==> src/rtl/cache_ctrl_pkg.sv <==
// Shared definitions for the cache controller and the cache array.
//   - Byte-address field layout: tag 23 | index 5 | word 2 | byte 2.
//   - Controller state encoding (state_e), exported for debug observation.
//   - line_word_addr(): builds a word-aligned byte address from line + word.
package cache_ctrl_pkg;

    localparam int TAG_W   = 23;
    localparam int IDX_W   = 5;
    localparam int WORD_W  = 2;
    localparam int BYTE_W  = 2;
    localparam int IDX_LSB = WORD_W + BYTE_W;   // 4
    localparam int TAG_LSB = IDX_LSB + IDX_W;   // 9
    localparam int LINE_W  = TAG_W + IDX_W;     // line number width (28)

    typedef enum logic [2:0] {
        ST_IDLE    = 3'd0,
        ST_TAG     = 3'd1,
        ST_BACK_RD = 3'd2,
        ST_BACK_WR = 3'd3,
        ST_FILL    = 3'd4,
        ST_REPLAY  = 3'd5
    } state_e;

    function automatic logic [31:0] line_word_addr(input logic [LINE_W-1:0] line,
                                                   input logic [WORD_W-1:0] word);
        return {line, word, {BYTE_W{1'b0}}};
    endfunction

endpackage

==> src/rtl/cache_ctrl.sv <==
// Write-back cache controller sitting between a CPU port, a cache array with
// registered (1-cycle) outputs, and a word-wide memory with an ack handshake.
//
// Ports
//   clk, rst               : single clock, synchronous active-high reset
//   en_r, en_w             : CPU read / write request, held while stall is high
//   addr, u_b_h_w, data_w  : CPU byte address, access width/sign, write data
//   data_r, stall          : CPU read data, hold-request indication
//   cache_addr, cache_din  : address / data to cache array
//   cache_load/edit/store  : cache read / CPU write / line-fill word write
//   cache_invalid          : tied low
//   cache_u_b_h_w          : u_b_h_w forwarded unchanged to the cache array
//   cache_hit/valid/dirty/tag/dout : registered cache responses (victim way info)
//   mem_cs, mem_we, mem_addr, mem_dout, mem_din, mem_ack : memory port
//   dbg_state              : current controller state
//
// Memory handshake: while mem_cs is high the controller holds mem_we, mem_addr
// and mem_dout stable; a cycle with mem_ack high transfers exactly one word and
// the controller moves on in that same cycle. mem_ack is ignored when mem_cs
// is low.
//
// The address field slicing assumes the 32-bit layout of cache_ctrl_pkg.
module cache_ctrl
    import cache_ctrl_pkg::*;
#(
    parameter int ADDR_BITS  = 32,
    parameter int LINE_WORDS = 4
) (
    input  logic                 clk,
    input  logic                 rst,
    input  logic                 en_r,
    input  logic                 en_w,
    input  logic [ADDR_BITS-1:0] addr,
    input  logic [2:0]           u_b_h_w,
    input  logic [31:0]          data_w,
    output logic [31:0]          data_r,
    output logic                 stall,
    output logic [ADDR_BITS-1:0] cache_addr,
    output logic [31:0]          cache_din,
    output logic                 cache_load,
    output logic                 cache_edit,
    output logic                 cache_store,
    output logic                 cache_invalid,
    output logic [2:0]           cache_u_b_h_w,
    input  logic                 cache_hit,
    input  logic                 cache_valid,
    input  logic                 cache_dirty,
    input  logic [TAG_W-1:0]     cache_tag,
    input  logic [31:0]          cache_dout,
    output logic                 mem_cs,
    output logic                 mem_we,
    output logic [ADDR_BITS-1:0] mem_addr,
    output logic [31:0]          mem_dout,
    input  logic [31:0]          mem_din,
    input  logic                 mem_ack,
    output state_e               dbg_state
);

    localparam logic [WORD_W-1:0] LAST_WORD = WORD_W'(LINE_WORDS - 1);

    state_e             state_q, state_d;
    logic [WORD_W-1:0]  wcnt_q, wcnt_d;
    logic [TAG_W-1:0]   victim_tag_q, victim_tag_d;
    logic [31:0]        data_r_q, data_r_d;
    logic [31:0]        wb_data_q, wb_data_d;
    logic               wb_fresh_q, wb_fresh_d;

    logic               req;
    logic               rd_only;
    logic [31:0]        fill_addr;
    logic [31:0]        wb_addr;

    assign req       = en_r | en_w;
    assign rd_only   = en_r & ~en_w;    // read+write together behaves as a write
    assign fill_addr = line_word_addr(addr[ADDR_BITS-1:IDX_LSB], wcnt_q);
    assign wb_addr   = line_word_addr({victim_tag_q, addr[TAG_LSB-1:IDX_LSB]}, wcnt_q);

    assign stall         = req & ~((state_q == ST_TAG) & cache_hit);
    assign data_r        = data_r_q;
    assign cache_invalid = 1'b0;
    assign cache_u_b_h_w = u_b_h_w;
    assign dbg_state     = state_q;

    always_comb begin
        state_d      = state_q;
        wcnt_d       = wcnt_q;
        victim_tag_d = victim_tag_q;
        data_r_d     = data_r_q;
        wb_data_d    = wb_data_q;
        wb_fresh_d   = wb_fresh_q;
        cache_addr   = addr;
        cache_din    = data_w;
        cache_load   = 1'b0;
        cache_edit   = 1'b0;
        cache_store  = 1'b0;
        mem_cs       = 1'b0;
        mem_we       = 1'b0;
        mem_addr     = fill_addr;
        mem_dout     = wb_data_q;

        unique case (state_q)
            ST_IDLE, ST_REPLAY: begin
                if (req) begin
                    cache_load = rd_only;
                    cache_edit = en_w;
                    state_d    = ST_TAG;
                end else begin
                    state_d    = ST_IDLE;
                end
            end
            ST_TAG: begin
                if (!req) begin
                    state_d = ST_IDLE;
                end else if (cache_hit) begin
                    if (rd_only) data_r_d = cache_dout;
                    state_d = ST_IDLE;
                end else begin
                    victim_tag_d = cache_tag;
                    wcnt_d       = '0;
                    state_d      = (cache_valid & cache_dirty) ? ST_BACK_RD : ST_FILL;
                end
            end
            ST_BACK_RD: begin
                // Victim word is read from the same set; data appears next cycle.
                cache_addr = fill_addr;
                wb_fresh_d = 1'b1;
                state_d    = ST_BACK_WR;
            end
            ST_BACK_WR: begin
                mem_cs   = 1'b1;
                mem_we   = 1'b1;
                mem_addr = wb_addr;
                // cache_dout is only valid in the first BACK_WR cycle; latch it so
                // mem_dout stays constant however long the memory takes.
                if (wb_fresh_q) begin
                    mem_dout   = cache_dout;
                    wb_data_d  = cache_dout;
                    wb_fresh_d = 1'b0;
                end
                if (mem_ack) begin
                    wcnt_d  = wcnt_q + 1'b1;
                    state_d = (wcnt_q == LAST_WORD) ? ST_FILL : ST_BACK_RD;
                end
            end
            ST_FILL: begin
                mem_cs = 1'b1;
                if (mem_ack) begin
                    cache_store = 1'b1;
                    cache_addr  = fill_addr;
                    cache_din   = mem_din;
                    wcnt_d      = wcnt_q + 1'b1;
                    if (wcnt_q == LAST_WORD) state_d = ST_REPLAY;
                end
            end
            default: state_d = ST_IDLE;
        endcase

        // Nothing leaves the controller while reset is held.
        if (rst) begin
            cache_load  = 1'b0;
            cache_edit  = 1'b0;
            cache_store = 1'b0;
            mem_cs      = 1'b0;
            mem_we      = 1'b0;
        end
    end

    always_ff @(posedge clk) begin
        if (rst) begin
            state_q      <= ST_IDLE;
            wcnt_q       <= '0;
            victim_tag_q <= '0;
            data_r_q     <= '0;
            wb_data_q    <= '0;
            wb_fresh_q   <= 1'b0;
        end else begin
            state_q      <= state_d;
            wcnt_q       <= wcnt_d;
            victim_tag_q <= victim_tag_d;
            data_r_q     <= data_r_d;
            wb_data_q    <= wb_data_d;
            wb_fresh_q   <= wb_fresh_d;
        end
    end

endmodule
==> config.mk <==
export PLATFORM = sky130hd
export DESIGN_NAME = cache_ctrl
export DESIGN_NICKNAME = d
export VERILOG_FILES = /design/src/rtl/cache_ctrl_pkg.sv /design/src/rtl/cache_ctrl.sv
export SDC_FILE = /design/constraint.sdc
export NUM_CORES = 1
export LEC_CHECK = 0
export BUFFER_PORTS_ARGS = -buffer_cell sky130_fd_sc_hd__buf_2
export CORE_AREA = 4 4 127 129
export DETAILED_ROUTE_END_ITERATION = 7
export DIE_AREA = 0 0 131 133
export PLACE_DENSITY_LB_ADDON = 0.15
export SLEW_MARGIN = 25
export SYNTH_ARGS = -nofsm -noshare
export SYNTH_HDL_FRONTEND = slang
export SYNTH_SLANG_ARGS = --single-unit
==> constraint.sdc <==
create_clock -name clk -period 3.81 [get_ports clk]
set_input_delay 0.5715 -clock clk [delete_from_list [all_inputs] [get_ports clk]]
set_output_delay 0.5715 -clock clk [all_outputs]
set_load 0.02 [all_outputs]
==> summary.txt, run 1 <==
Setup path
  – Worst-path cell chain: nor4bb_4 -> buf_4 -> mux2_2 -> buf_2
  – Setup CP Type: reg -> out
  – Crit path max fanout: 34
  – WP data required: 3240 ps
  – Crit. End Element: output port
  – Crit-path slowest cell: dfxtp_1
  – Buffers & Inverters on Critical Path: 2
  – Crit start category: register
  – Crit path max-delay family: flip-flops
  – CP max stage delay: 590 ps
  – Critical path arrival: 2220 ps

STA
  – Min Tclk post-route: 2792 ps
  – Final setup vio count: 0
  – Total negative slack: 0 ps
  – Transition time of the tightest slew-check pin: 935.6 ps
  – Fin. Hold Viols: 0
  – Fin Clk Skew: 11.78 ps
  – RSZ-0062 raised after global routing: no
  – Final max-slew violation count: 0
  – Worst rel slew slack: 37.63%
  – Final hold slack: 476.0 ps
  – FMAX: 358.2 MHz
  – Final period util: 73.28%

Global routing
  – Vias in the first global route: 4682
  – GRT overflow: 0
  – Initial antenna violation count: 2
  – First-pass GRT wire length: 24510 um
  – Largest net degree at the start of global routing: 112
  – Total global routing track utilization: 17.95%

Floorplanning
  – Die area: 0.01742 mm^2
  – # IOs: 335
  – Die height: 133 um
  – Die Wd: 131 um
  – Core Area: 0.01503 mm^2
  – Initial core utilization: 33.46%
  – Row count: 45

Placement
  – Port Buf Inserts: 310
  – DPL Wire Length: 12700 um
  – Final Wtd Congestion: 0.9146

Synth
  – Fraction of registers with async set/reset: 0%
  – Ys Warns: 0
  – Syn_area_per_cell: 9.710 um^2
  – Mapped Cells: 518
  – Synth cell types: 43
  – Post-synth EDFFs: 0
  – Synth Flop Type: dfxtp_1
  – Synth Register Bits: 93
  – Register area share after synthesis: 37.01%
  – Syn Std Cell Area: 0.005030 mm^2

Clocking
  – Post-CTS Resized: 0
  – CTS hold repair buffers: 0
  – Setup Buffers After CTS: 0
  – H-tree levels: 3
  – Max Root-Sink Buffers: 2
  – Root buffer cell: clkbuf_16
  – Clock Sink Count: 93
  – CTS tree: yes
  – CTS buffer count: 9
  – Clock slew at the register clock pins of the worst setup and hold paths: 60 ps
  – Clk_lat worst skew: 340 ps

Power and ir drop
  – P_leak: 0.003132 uW
  – PwrDens: 336.8 mW/mm^2
  – Max VDD drop: 0.1815 mV
  – Total power: 2252 uW

Job
  – Max_cap viols: 0

Drt
  – Routed Antenna Nets: 0
  – Vias/cell: 4.676
  – Drt wl/cell: 16.74 um
  – Number of remaining DRC errors: 0
  – Starting DRT DRC Count: 210
  – Via Count: 4512
  – Final wirelength: 16150 um
  – Total iterations of the first detailed-routing run: 4

Finish
  – Nets: 933
  – Area delta synth->final: 32.94%
  – Fraction of layout cells with a size suffix above 1: 55.10%
  – Layout Utilization: 44.48%

Run status
  – Status: finished, final reports clean

Worst hold path
  – HP Class: reg -> reg
state kept, by name, summed over array words and instances (netlist names):
name,flops
data_r,32
dbg_state,3
victim_tag_q,23
wb_data_q,32
wb_fresh_q,1
wcnt_q,2
Yosys cell counts, drive strengths merged (3+ instances only):
master,n,share of area [%]
nor2,5,0.37
a21oi,30,3.0
nand3,24,2.4
nand2b,67,8.3
inv,4,0.30
nor2b,36,4.5
nor3b,3,0.55
mux2i,32,6.4
buf,54,7.9
dfxtp,93,37
nor3,3,0.52
mux2,89,20
nand3b,3,0.45
o21ai,27,2.7
clkbuf,24,1.8
metrics by stage:
stage | cell area, um^2 | cells | worst slack, ps
2_1_floorplan | 5037 | 520 | 1577
3_3_place_gp | 6405 | 947 | 1310
3_5_place_dp | 6405 | 947 | 1211
4_1_cts | 6681 | 963 | 980.4
5_1_grt | 6686 | 965 | 856.3
6_report | 6686 | 965 | 1018
cell usage in the layout (no fill, tap or decap), drive strengths merged, types with 3 or more instances in the layout:
master and count:
mux2i 32, a21oi 30, nand3b 3, dfxtp 93, mux2 89, buf 317, nor3 3, nand3 24
conb 3, clkinvlp 3, nand2b 67, nor2 5, nor2b 36, inv 5, o21ai 27, nor3b 3
clkbuf 10
power breakdown:
group	internal (uW)	leakage, uW	switching (uW)
clock	448	0.000127	397
sequential	990	0.000751	17.2
combinational	173	0.00225	228
logic make-up (layout without fill, tap and decap cells):
| family | count (synthesis) | in the layout | share of synthesized area (%) |
|---|---|---|---|
| simple gates | 150 | 150 | 18.46 |
| flops | 93 | 93 | 37.02 |
| compound gates | 69 | 69 | 7.712 |
| xor+xnor | 1 | 1 | 0.1742 |
| other cells | 1 | 5 | 0.07456 |
| fa+ha+maj | 1 | 1 | 0.2487 |
| buf+inv | 82 | 337 | 10.02 |
| mux | 121 | 121 | 26.29 |
path summary, 6_finish.rpt:
kind | start | cells after the start | endpoint | slack, ps
setup / recovery | dbg_state[2]$_SDFFE_PP0P_ | 4 | cache_din[10] | 1020
hold / removal | victim_tag_q[5]$_SDFFE_PP0P_ | 2 | victim_tag_q[5]$_SDFFE_PP0P_ | 480
setup reg to reg | dbg_state[0]$_SDFFE_PP0P_ | 4 | data_r[25]$_SDFFE_PP0P_ | 1200
hold reg to reg | victim_tag_q[5]$_SDFFE_PP0P_ | 2 | victim_tag_q[5]$_SDFFE_PP0P_ | 480
area by class of cell:
class | instances | area [um^2]
Antenna cell | 2 | 5.005
Clock buffer | 10 | 229.0
Clock inverter | 6 | 47.55
Fill cell | 1530 | 8347
Inverter | 4 | 15.01
Multi-Input combinational cell | 345 | 2686
Sequential cell | 93 | 1862
Tap cell | 188 | 235.2
Timing Repair Buffer | 317 | 1607
metal layers:
metal  global-route usage [%]  up-vias  wire [um]
li1                         -     2238          -
met1                    19.38     2087       6057
met2                    33.80      165       8883
met3                    3.230       22        942
met4                    6.857        0        269
met5                        0        -          0
tightest hold or removal path, cell delays in order (launching register included):
cell and delay (ps):
dfxtp_1 310, o21ai_0 60, a21oi_1 60
(Power assumes the default switching activity.)
==> run 2, diff against run 1 <==
CORE_AREA = 4 4 128 130   (was 4 4 127 129)
DIE_AREA = 0 0 132 134   (was 0 0 131 133)
clock period = 2.3 ns   (was 3.81 ns; I/O delays follow)
==> summary.txt, run 2 (synthesis gave the netlist of run 1 again) <==
Power and ir drop
  – Sw power: 1070 uW (+67%)
  – Cell internal pwr: 2788 uW (+73%)
  – Switching Share: 27.74% (-0.77 points)
  – P_leak: 0.003227 uW (+3.0%)
  – Flop pwr share: 43.1% (-1.6 points)
  – Clk network pwr share: 39.0% (+1.5 points)
  – PwrDens: 560.5 mW/mm^2 (+66%)
  – Power share of the combinational group: 17.9% (about the same)
  – Max VDD drop: 0.3241 mV (+79%)

Worst hold path
  – Hold depth: 3 (+1)
  – HP Class: in -> reg

Clocking
  – Max Root-Sink Buffers: 2 (unchanged)
  – H-tree levels: 3 (unchanged)
  – CTS tree: yes
  – Clock Sink Count: 93 (unchanged)
  – Clk_lat worst skew: 350 ps (about the same)
  – CTS hold repair buffers: 0 (unchanged)
  – Root buffer cell: clkbuf_16
  – Clock slew at the register clock pins of the worst setup and hold paths: 70 ps (about the same)
  – CTS buffer count: 9 (unchanged)

Global routing
  – Largest net degree at the start of global routing: 115 (+2.7%)
  – First-pass GRT wire length: 25260 um (+3.1%)
  – Total global routing track utilization: 18.15% (+0.20 points)
  – GRT overflow: 0 (unchanged)
  – Initial antenna violation count: 3 (+1)
  – Vias in the first global route: 4640 (-0.90%)

Finish
  – Layout fillers: 1520 (-0.65%)
  – Nets: 942 (+0.96%)
  – Area delta synth->final: 36.84%
  – Layout Cells excl Fill: 974 (+0.93%)
  – Commonest non-fill, non-tap cells in the layout: 309 x buf_2, 90 x dfxtp_1, 89 x mux2_2
  – Commonest non-fill, non-tap cell in the layout: buf_2
  – Fraction of layout cells with a size suffix above 1: 56.07% (+0.97 points)

Placement
  – Placed insts: 952 (+0.53%)
  – Final Wtd Congestion: 0.9467 (+3.5%)
  – DPL Wire Length: 12980 um (+2.2%)
  – Port Buf Inserts: 310 (unchanged)

Drt
  – Via Count: 4543 (+0.69%)
  – Final wirelength: 16800 um (+4.0%)
  – Total iterations of the first detailed-routing run: 4 (unchanged)
  – Drt wl/cell: 17.25 um (+3.0%)
  – Routed Antenna Nets: 0 (unchanged)
  – Vias/cell: 4.664 (-0.24%)
  – Number of remaining DRC errors: 0 (unchanged)
  – Starting DRT DRC Count: 173 (-18%)

Floorplanning
  – Initial core utilization: 33.21% (-0.25 points)
  – Core Area: 0.01515 mm^2 (+0.75%)
  – Die area: 0.01769 mm^2 (+1.5%)
  – Row count: 45 (unchanged)
  – Die height: 134 um (+0.75%)
  – # IOs: 335 (unchanged)
  – Die Wd: 132 um (+0.76%)

Job
  – Max_cap viols: 0 (unchanged)

STA
  – Final setup vio count: 0 (unchanged)
  – Fin. Hold Viols: 0 (unchanged)
  – Min Tclk post-route: 2234 ps
  – FMAX: 447.7 MHz
  – Final period util: 97.11%
  – Final max-slew violation count: 0 (unchanged)
  – Final hold slack: 240.7 ps (-235.3 ps)
  – Fin Clk Skew: 5.448 ps (-6.332 ps)

Setup path
  – Critical path origin: dbg_state[1]$_SDFFE_PP0P_
  – Crit path max fanout: 17 (-50%)
  – WP data required: 1960 ps (-1280 ps)
  – CP max stage delay: 410 ps (-180 ps)
  – Crit path to: cache_din[6]
  – Setup CP Type: reg -> out
  – Reg2Reg Depth: 5 (+1)
  – Crit start category: register
  – Worst reg2reg startpoint: dbg_state[0]$_SDFFE_PP0P_
  – Worst R2R Setup Slack: 450 ps (-750 ps)
  – Crit. End Element: output port
  – R2r endpoint: dbg_state[1]$_SDFFE_PP0P_
  – Worst-path cell chain: nor4bb_4 -> buf_4 -> clkbuf_16 -> mux2_2 -> buf_2
  – Crit-path slowest cell: dfxtp_2
  – Critical path arrival: 1890 ps (-330 ps)

Run status
  – Status: finished, final reports clean
-- run 2: cell count changes in the layout (fill, tap and decap cells not counted), sizes merged --
cell	change
clkinv	-1
buf	+7
diode	+1
bufinv	+1
clkbuf	+1
-- run 2: worst max-delay path: cells and delay by family (launching register included) --
family                 cells  cell delay, ps
flip-flops                 1             410
buffers and inverters      3             520
AND/OR/NAND/NOR            1             280
multiplexers               1             330
-- run 2: cell type report --
class	instances	area, um^2	area share (%)
tap	188	235.2	3.418
timing repair buffer	326	1775	25.80
clock inverter	6	72.57	1.054
multi-input combinational	345	2686	39.03
inverter	4	15.01	0.2181
sequential	93	1866	27.10
antenna	3	7.507	0.1091
clock buffer	9	225.2	3.272
-- run 2: power groups by stage --
stage	Clock [uW]	Sequential, uW	Combinational (uW)
6_report	1500	1660	692
5_1_grt	1620	1660	752
4_1_cts	1560	1660	694
3_5_place_dp	0	1700	692
3_3_place_gp	0	1700	687
2_1_floorplan	0	1710	444
-- run 2: per-stage QoR --
| step | total power [uW] | setup WS, ps | TNS, ps | area (um^2) | utilization [%] |
|---|---|---|---|---|---|
| final | 3858 | 66.43 | 0 | 6883 | 45.44 |
| after global routing | 4036 | -10.30 | -86.62 | 6883 | 45.44 |
| after CTS | 3912 | 51.48 | 0 | 6804 | 44.92 |
| after detailed placement | 2390 | 296.7 | 0 | 6505 | 42.95 |
| after global placement | 2384 | 334.2 | 0 | 6505 | 42.95 |
| after floorplan | 2149 | 293.8 | 0 | 5037 | - |
-- run 2: routing by layer --
| layer | global-route usage (%) | wire length (um) | vias up |
|---|---|---|---|
| li1 | - | - | 2253 |
| met1 | 18.77 | 6207 | 2098 |
| met2 | 34.58 | 9291 | 166 |
| met3 | 3.751 | 892 | 26 |
| met4 | 9.160 | 406 | 0 |
| met5 | 0 | 0 | - |
-- run 2: worst min path at each step --
stage                                            start                       endpoint  slack [ps]
after floorplan           victim_tag_q[0]$_SDFFE_PP0P_   victim_tag_q[0]$_SDFFE_PP0P_         450
after global placement          data_r[0]$_SDFFE_PP0P_         data_r[0]$_SDFFE_PP0P_         460
after detailed placement       data_r[31]$_SDFFE_PP0P_        data_r[31]$_SDFFE_PP0P_         460
after CTS                                 cache_tag[0]   victim_tag_q[0]$_SDFFE_PP0P_         230
after global routing                     cache_tag[12]  victim_tag_q[12]$_SDFFE_PP0P_         240
final                                     cache_tag[0]   victim_tag_q[0]$_SDFFE_PP0P_         240
-- run 2: timing repair --
item | 4_1_cts | 5_1_grt
endpoints found under the hold margin | 0 | 0
endpoints found under the setup margin | 42 | 41
gates resized for setup | 1 | 3
pin swaps | 0 | 1
gates cloned | 0 | 2
setup buffers | 0 | 2
